<file path="config.mk">
export PLATFORM = sky130hd
export DESIGN_NAME = sat_counter
export DESIGN_NICKNAME = d
export VERILOG_FILES = /design/src/rtl/odd_even_cnt_checker_sat_counter.sv
export SDC_FILE = /design/constraint.sdc
export NUM_CORES = 1
export LEC_CHECK = 0
export ABC_CLOCK_PERIOD_IN_PS = 1800
export BUFFER_PORTS_ARGS = -buffer_cell sky130_fd_sc_hd__buf_2
export CAP_MARGIN = 15
export CORE_AREA = 4 4 41 43
export DETAILED_ROUTE_END_ITERATION = 7
export DIE_AREA = 0 0 45 47
export PLACE_DENSITY_LB_ADDON = 0.1
export SLEW_MARGIN = 10
export SYNTH_ARGS = -nofsm -noshare
export SYNTH_HDL_FRONTEND = slang
export SYNTH_SLANG_ARGS = --single-unit
export TNS_END_PERCENT = 1
</file>
<file path="constraint.sdc">
create_clock -name clk -period 1.8 [get_ports clk]
set_clock_uncertainty 0.2 [all_clocks]
set_input_delay 0.18 -clock clk [delete_from_list [all_inputs] [get_ports clk]]
set_output_delay 0.18 -clock clk [all_outputs]
set_load 0.005 [all_outputs]
</file>
<file path="src/rtl/odd_even_cnt_checker_sat_counter.sv">
// Saturating up-counter with synchronous clear; it sticks at all-ones.
module sat_counter #(
  parameter int WIDTH = 8
) (
  input  logic             clk,
  input  logic             clr,
  input  logic             inc,
  output logic [WIDTH-1:0] cnt
);

  // Clear has priority; increments stop once every bit is set.
  always_ff @(posedge clk) begin
    if (clr) begin
      cnt <= '0;
    end else if (inc && (cnt != {WIDTH{1'b1}})) begin
      cnt <= cnt + WIDTH'(1);
    end
  end

endmodule

</file>
**Word-level counts from Yosys, hierarchy flattened**

Index checks and enable logic that the tools add are counted.

- Register bits after elaboration: 8
- Word-level logic and storage cells: 4
- Output and inout bits: 8

- Reductions and logical operators: 1
- Add/subtract/negate cells: 1
- Eq/ne operators: 1

Operators by type and width:

| kind | count |
|---|---|
| $add 8x1->8 const B | 1 |
| $ne 8x8->1 const B | 1 |
| $logic_and 1x1->1 | 1 |

**Logic depth before layout (Yosys ltp)**

Gate-level depths: netlist of run 1.

- Word-level depth: 2
- Depth in mapped cells: 4
- Depth with buffers taken out: 4

**Worst setup path before layout of run 1**

No wires, ideal clock.

- Path type: flip-flop to flip-flop
- Start: reg cnt[0]
- End: reg cnt[0]
- Slack: 234 ps
- Cell stages (with the launch flop): 5
- Clock period less this slack: 1566 ps
- Arrival: 1245 ps
- Path buffers: 0
- Cells stage by stage: dfxtp_1 ha_1 and3_4 a21boi_4 mux2_4

- Cells in the longest elaborated chain, start to end: 2

RTL lines:

| what | line | RTL |
|---|---|---|
| start, declared | 8 | `output logic [WIDTH-1:0] cnt` |
| start signal, assigned | 16 | `cnt <= cnt + WIDTH'(1);` |
| parallel branches: the longest is 2 deep, another holds $add 8x1->8 | -- |  |

Parallel ways; which one is timed is not known.
A chain may end at the register's enable or synchronous reset.

**Worst setup path in the final report of run 1**

Ends and elaborated chain as after synthesis.

==> impl_metrics.tcl, run 1 <==
set metrics [dict create \
    arrival_ps 1560 \
    p_total_uw 352 \
    rsz0062_at_grt "false" \
    nets 66 \
    drive_gt1_frac 0.333 \
    dp_hpwl_um 729 \
    slew_headroom 0.811 \
    final_common_cell "buf_2" \
    cp-start-kind "flip-flop" \
    wire_per_inst_um 13.1 \
    synthCells 46 \
    hold_viol_final 0 \
    max_freq_mhz 620 \
    grt-ovfl-total 0 \
    fin_crit_ps 1610 \
    dr_total_vias 416 \
    grt.total_usage 0.106 \
    htreeDepth 1 \
    cts_tree "yes" \
    clock_latency_ps 250 \
    yosys-top-cells-area "dfxtp_1 (37%), a21oi_1 (5.8%), a21boi_4 (4.4%)" \
    syn_avg_cell_area_um2 9.36 \
    path_class "flip-flop to flip-flop" \
    synth-seq-area-share 0.372 \
    ys.warnings.count 0 \
    io_pins 11 \
    synth_seq_cells 8 \
    top_register "cnt" \
    via_per_inst 5.55 \
    timing.final.crit_share 0.897 \
    root_buffer "clkbuf_4" \
    final_cell_mix "buf_2 (10), dfxtp_1 (8), a21oi_1 (5), nand2_1 (5), clkbuf_4 (3)" \
    antenna-diode-count 0 \
    holdCritPathClass "input pin to flip-flop" \
    setup_tns_ps 0 \
    routed_wl_um 981 \
    num-fill-cells 139 \
    yosysTopAreaCellShare 0.372 \
    drv_slew 0 \
    worst_slew_pin_slew_ps 283 \
    worstPathMaxFanout 6 \
    powerDensity_nw_per_um2 669 \
    drc 0 \
    setup_viol 0 \
    hold_buffers 0 \
    die_h_um 47 \
    ir_drop_mv 0.263 \
    grt_pass1_wl_mm 1.58 \
    leakage_uw 0.000227 \
    antenna_found_initial 0 \
    cp_data_required_time_ps 1740 \
    core_um2 1300 \
    io_buffers 10 \
    drtIter0Drc 12 \
    cp-end-kind "flip-flop" \
    reg.largest.list "cnt (8)" \
    post_cts_resized 0 \
    cts.reportedPaths.clkPinSlew_ps 50 \
    synth_top_area_cell "dfxtp_1" \
    synth_nets 50 \
    clockBufferDepth 2 \
    cts-buffers-inserted 3 \
    dieArea_um2 2120 \
    largest_reg_flops 8 \
    ant_nets 0 \
    cap_viol_max_count 0 \
    first_global_vias 354 \
    gp_congestion 0.740 \
    status "finished, final reports clean" \
    drt_pass1_iterations 4 \
    synth_cell_types 25 \
    die_x_um 45 \
    grt_max_degree 9 \
    syn2layout_area_growth_pct 22.1 \
    start_util 0.331 \
    postCtsSetupBuffers 0 \
    rows 13 \
    clock-sinks 8 \
    synthesis.area_um2 430 \
]
-- through the flow --
stage                     worst slack, ps  hold slack, ps  instance area, um^2  cells   util
after floorplan                       234            52.1                  430     46      -
after global placement                208             266                  503     72  0.387
after detailed placement              190             269                  503     72  0.387
after CTS                             183            4.19                  526     75  0.404
after global routing                  139            30.0                  526     75  0.404
final                                 186            7.84                  526     75  0.404
-- critical path, stage by stage, from the launching register on --
cell      delay [ps]
dfxtp_1          340
ha_1             260
and3_4           220
a21boi_4         170
mux2_4           300
-- where the power goes --
group	internal, uW	switching [uW]	total [uW]
clock	76.2	59.8	136
combinational	14.5	13.7	28.2
sequential	182	5.61	187
-- layout make-up --
type	instances	area [um^2]	area share
multi-input combinational	36	255	0.486
inverter	1	3.75	0.00714
clock buffer	3	22.5	0.0429
timing repair buffer	12	65.1	0.124
tap	15	18.8	0.0357
sequential	8	160	0.305
-- synth_stat cells (all sizes together) --
| cell type | number |
|---|---|
| and4 | 2 |
| nand4 | 2 |
| a21boi | 2 |
| dfxtp | 8 |
| o21bai | 2 |
| nor3 | 2 |
| nor2 | 1 |
| nand3 | 2 |
| a211oi | 2 |
| mux2 | 1 |
| buf | 1 |
| inv | 1 |
| nand2 | 5 |
| a311oi | 1 |
| mux2i | 1 |
| or3 | 1 |
| a31oi | 1 |
| a21oi | 5 |
| o311a | 1 |
| and2b | 1 |
| ha | 1 |
| o21ai | 1 |
| nand2b | 1 |
| and3 | 1 |
-- final timing paths --
| path | from | to | slack, ps | cells after the start |
|---|---|---|---|---|
| setup / recovery | cnt[0] | cnt[0] | 190 | 4 |
| hold / removal | clr | cnt[5] | 8 | 2 |
| setup reg to reg | cnt[0] | cnt[0] | 190 | 4 |
| hold reg to reg | cnt[1] | cnt[1] | 310 | 2 |
-- cells by family after synthesis --
group                    synth area share
buffers and inverters              0.0349
multiplexers                       0.0581
AO/OA/AOI/OAI                       0.259
flip-flops                          0.372
AND/OR/NAND/NOR                     0.247
adder cells (fa/ha/maj)            0.0291
-- per-layer routing --
| metal | routed length, um | track usage | share of wire |
|---|---|---|---|
| met1 | 478 | 0.128 | 0.49 |
| met5 | 0 | 0 | 0 |
| met2 | 401 | 0.164 | 0.41 |
| met3 | 88 | 0.0307 | 0.090 |
| met4 | 12 | 0.0702 | 0.012 |
Power figures use the tool's default switching activity.
==> run 2, diff against run 1 <==
MAX_ROUTING_LAYER = met4   (was default)
==> run 2 against run 1 <==
Against the previous run:
- combinational power is essentially flat
- via count unchanged
- hold slack improved by 0.65 ps
- global-route usage is 0.35 points higher
- total power barely moved
- critical endpoint unchanged
==> impl_metrics.tcl, run 2 (synthesis gave the netlist of run 1 again) <==
set metrics [dict create \
    crit_start "cnt[0]" \
    clock-sinks 8 \
    clock_latency_ps 250 \
    r2r_start "cnt[0]" \
    design_area_um2 526 \
    ant_nets 0 \
    via_per_inst 5.55 \
    drt_pass1_iterations 4 \
    antenna-diode-count 0 \
    grt_max_degree 9 \
    start_util 0.331 \
    post_cts_resized 0 \
    core_um2 1300 \
    ir_drop_mv 0.263 \
    drtIter0Drc 12 \
    cts_tree "yes" \
    die_h_um 47 \
    largest_reg_flops 8 \
    cp_slowest_cell "dfxtp_1" \
    crit_chain "ha_1 > and3_4 > a21boi_4 > mux2_4" \
    post-place-cells 72 \
    arrival_ps 1560 \
    drv_slew 0 \
    io_buffers 10 \
    drc 0 \
    routed_wl_um 981 \
    postLayoutCoreUtil 0.404 \
    num-fill-cells 139 \
    htreeDepth 1 \
    hold_depth 2 \
    fin_crit_ps 1610 \
    cp-end-kind "flip-flop" \
    io_pins 11 \
    grt_pass1_wl_mm 1.58 \
    nets 66 \
    cts-buffers-inserted 3 \
    holdCritPathClass "input pin to flip-flop" \
    cts.reportedPaths.clkPinSlew_ps 50 \
    drive_gt1_frac 0.333 \
    syn2layout_area_growth_pct 22.1 \
    postCtsSetupBuffers 0 \
    hold_buffers 0 \
    powerDensity_nw_per_um2 669 \
    wire_per_inst_um 13.1 \
    final_common_cell "buf_2" \
    die_x_um 45 \
    rrSetupSlack_ps 190 \
    dieArea_um2 2120 \
    cp-start-kind "flip-flop" \
    hold_end "cnt[5]" \
    dr_total_vias 416 \
    cap_viol_max_count 0 \
    max_freq_mhz 620 \
    leakage_uw 0.000227 \
    final_cells 75 \
    rr_worst_depth 4 \
    cp_data_required_time_ps 1740 \
    timing.rr.end "cnt[0]" \
    setup_tns_ps 0 \
    top_register "cnt" \
    gp_congestion 0.750 \
    grt.total_usage 0.109 \
    rsz0062_at_grt "false" \
    antenna_found_initial 0 \
    dp_hpwl_um 729 \
    slew_headroom 0.811 \
    root_buffer "clkbuf_4" \
    hp-start "clr" \
    hold_viol_final 0 \
    reg.largest.list "cnt (8)" \
    grt-ovfl-total 0 \
    first_global_vias 354 \
    final_cell_mix "buf_2 (10), dfxtp_1 (8), a21oi_1 (5), nand2_1 (5), clkbuf_4 (3)" \
    slowest_delay_ps 340 \
    clockBufferDepth 2 \
    status "finished, final reports clean" \
    worst_slew_pin_slew_ps 283 \
    path_class "flip-flop to flip-flop" \
    worstPathMaxFanout 6 \
    rows 13 \
    placed_cell_area_um2 503 \
    setup_viol 0 \
    timing.final.crit_share 0.897 \
]
## run 2: cell counts in the layout (fill, tap and decap cells not counted)
No cell type changed its count.
## run 2: report_power, final
| group | switching (uW) | internal (uW) |
|---|---|---|
| clock network | 59.8 | 76.2 |
| logic | 13.7 | 14.5 |
| registers | 5.61 | 182 |
| total | 79.1 | 273 |
## run 2: final cells by class
type | count | area, um^2 | area share
Clock buffer | 3 | 22.5 | 0.0429
Inverter | 1 | 3.75 | 0.00714
Timing Repair Buffer | 12 | 65.1 | 0.124
Tap cell | 15 | 18.8 | 0.0357
Sequential cell | 8 | 160 | 0.305
Multi-Input combinational cell | 36 | 255 | 0.486
## run 2: worst max-delay path by stage
stage,slack (ps),end,cells after the start
floorplan,230,cnt[0],4
global placement,210,cnt[0],4
detailed placement,190,cnt[0],4
global route,140,cnt[0],4
CTS,180,cnt[0],4
finish,190,cnt[0],4
## run 2: layer usage
metal,global-route usage,part of all wire
met1,0.130,0.49
met4,0.0702,0.012
met5,-,0
met3,0.0268,0.087
met2,0.164,0.41
## run 2: critical path: cells and delay by family (launching register included)
| kind | cells | cell delay (ps) |
|---|---|---|
| AND/OR/NAND/NOR | 1 | 220 |
| adder cells (fa/ha/maj) | 1 | 260 |
| flip-flops | 1 | 340 |
| AO/OA/AOI/OAI | 1 | 170 |
| multiplexers | 1 | 300 |
## run 2: stage by stage
| stage | hold WS, ps | setup slack, ps | total power [uW] |
|---|---|---|---|
| 6_report | 8.49 | 186 | 352 |
| 5_1_grt | 30.0 | 139 | 365 |
| 4_1_cts | 4.19 | 183 | 355 |
| 3_5_place_dp | 269 | 190 | 220 |
| 3_3_place_gp | 266 | 208 | 220 |
| 2_1_floorplan | 52.1 | 234 | 207 |
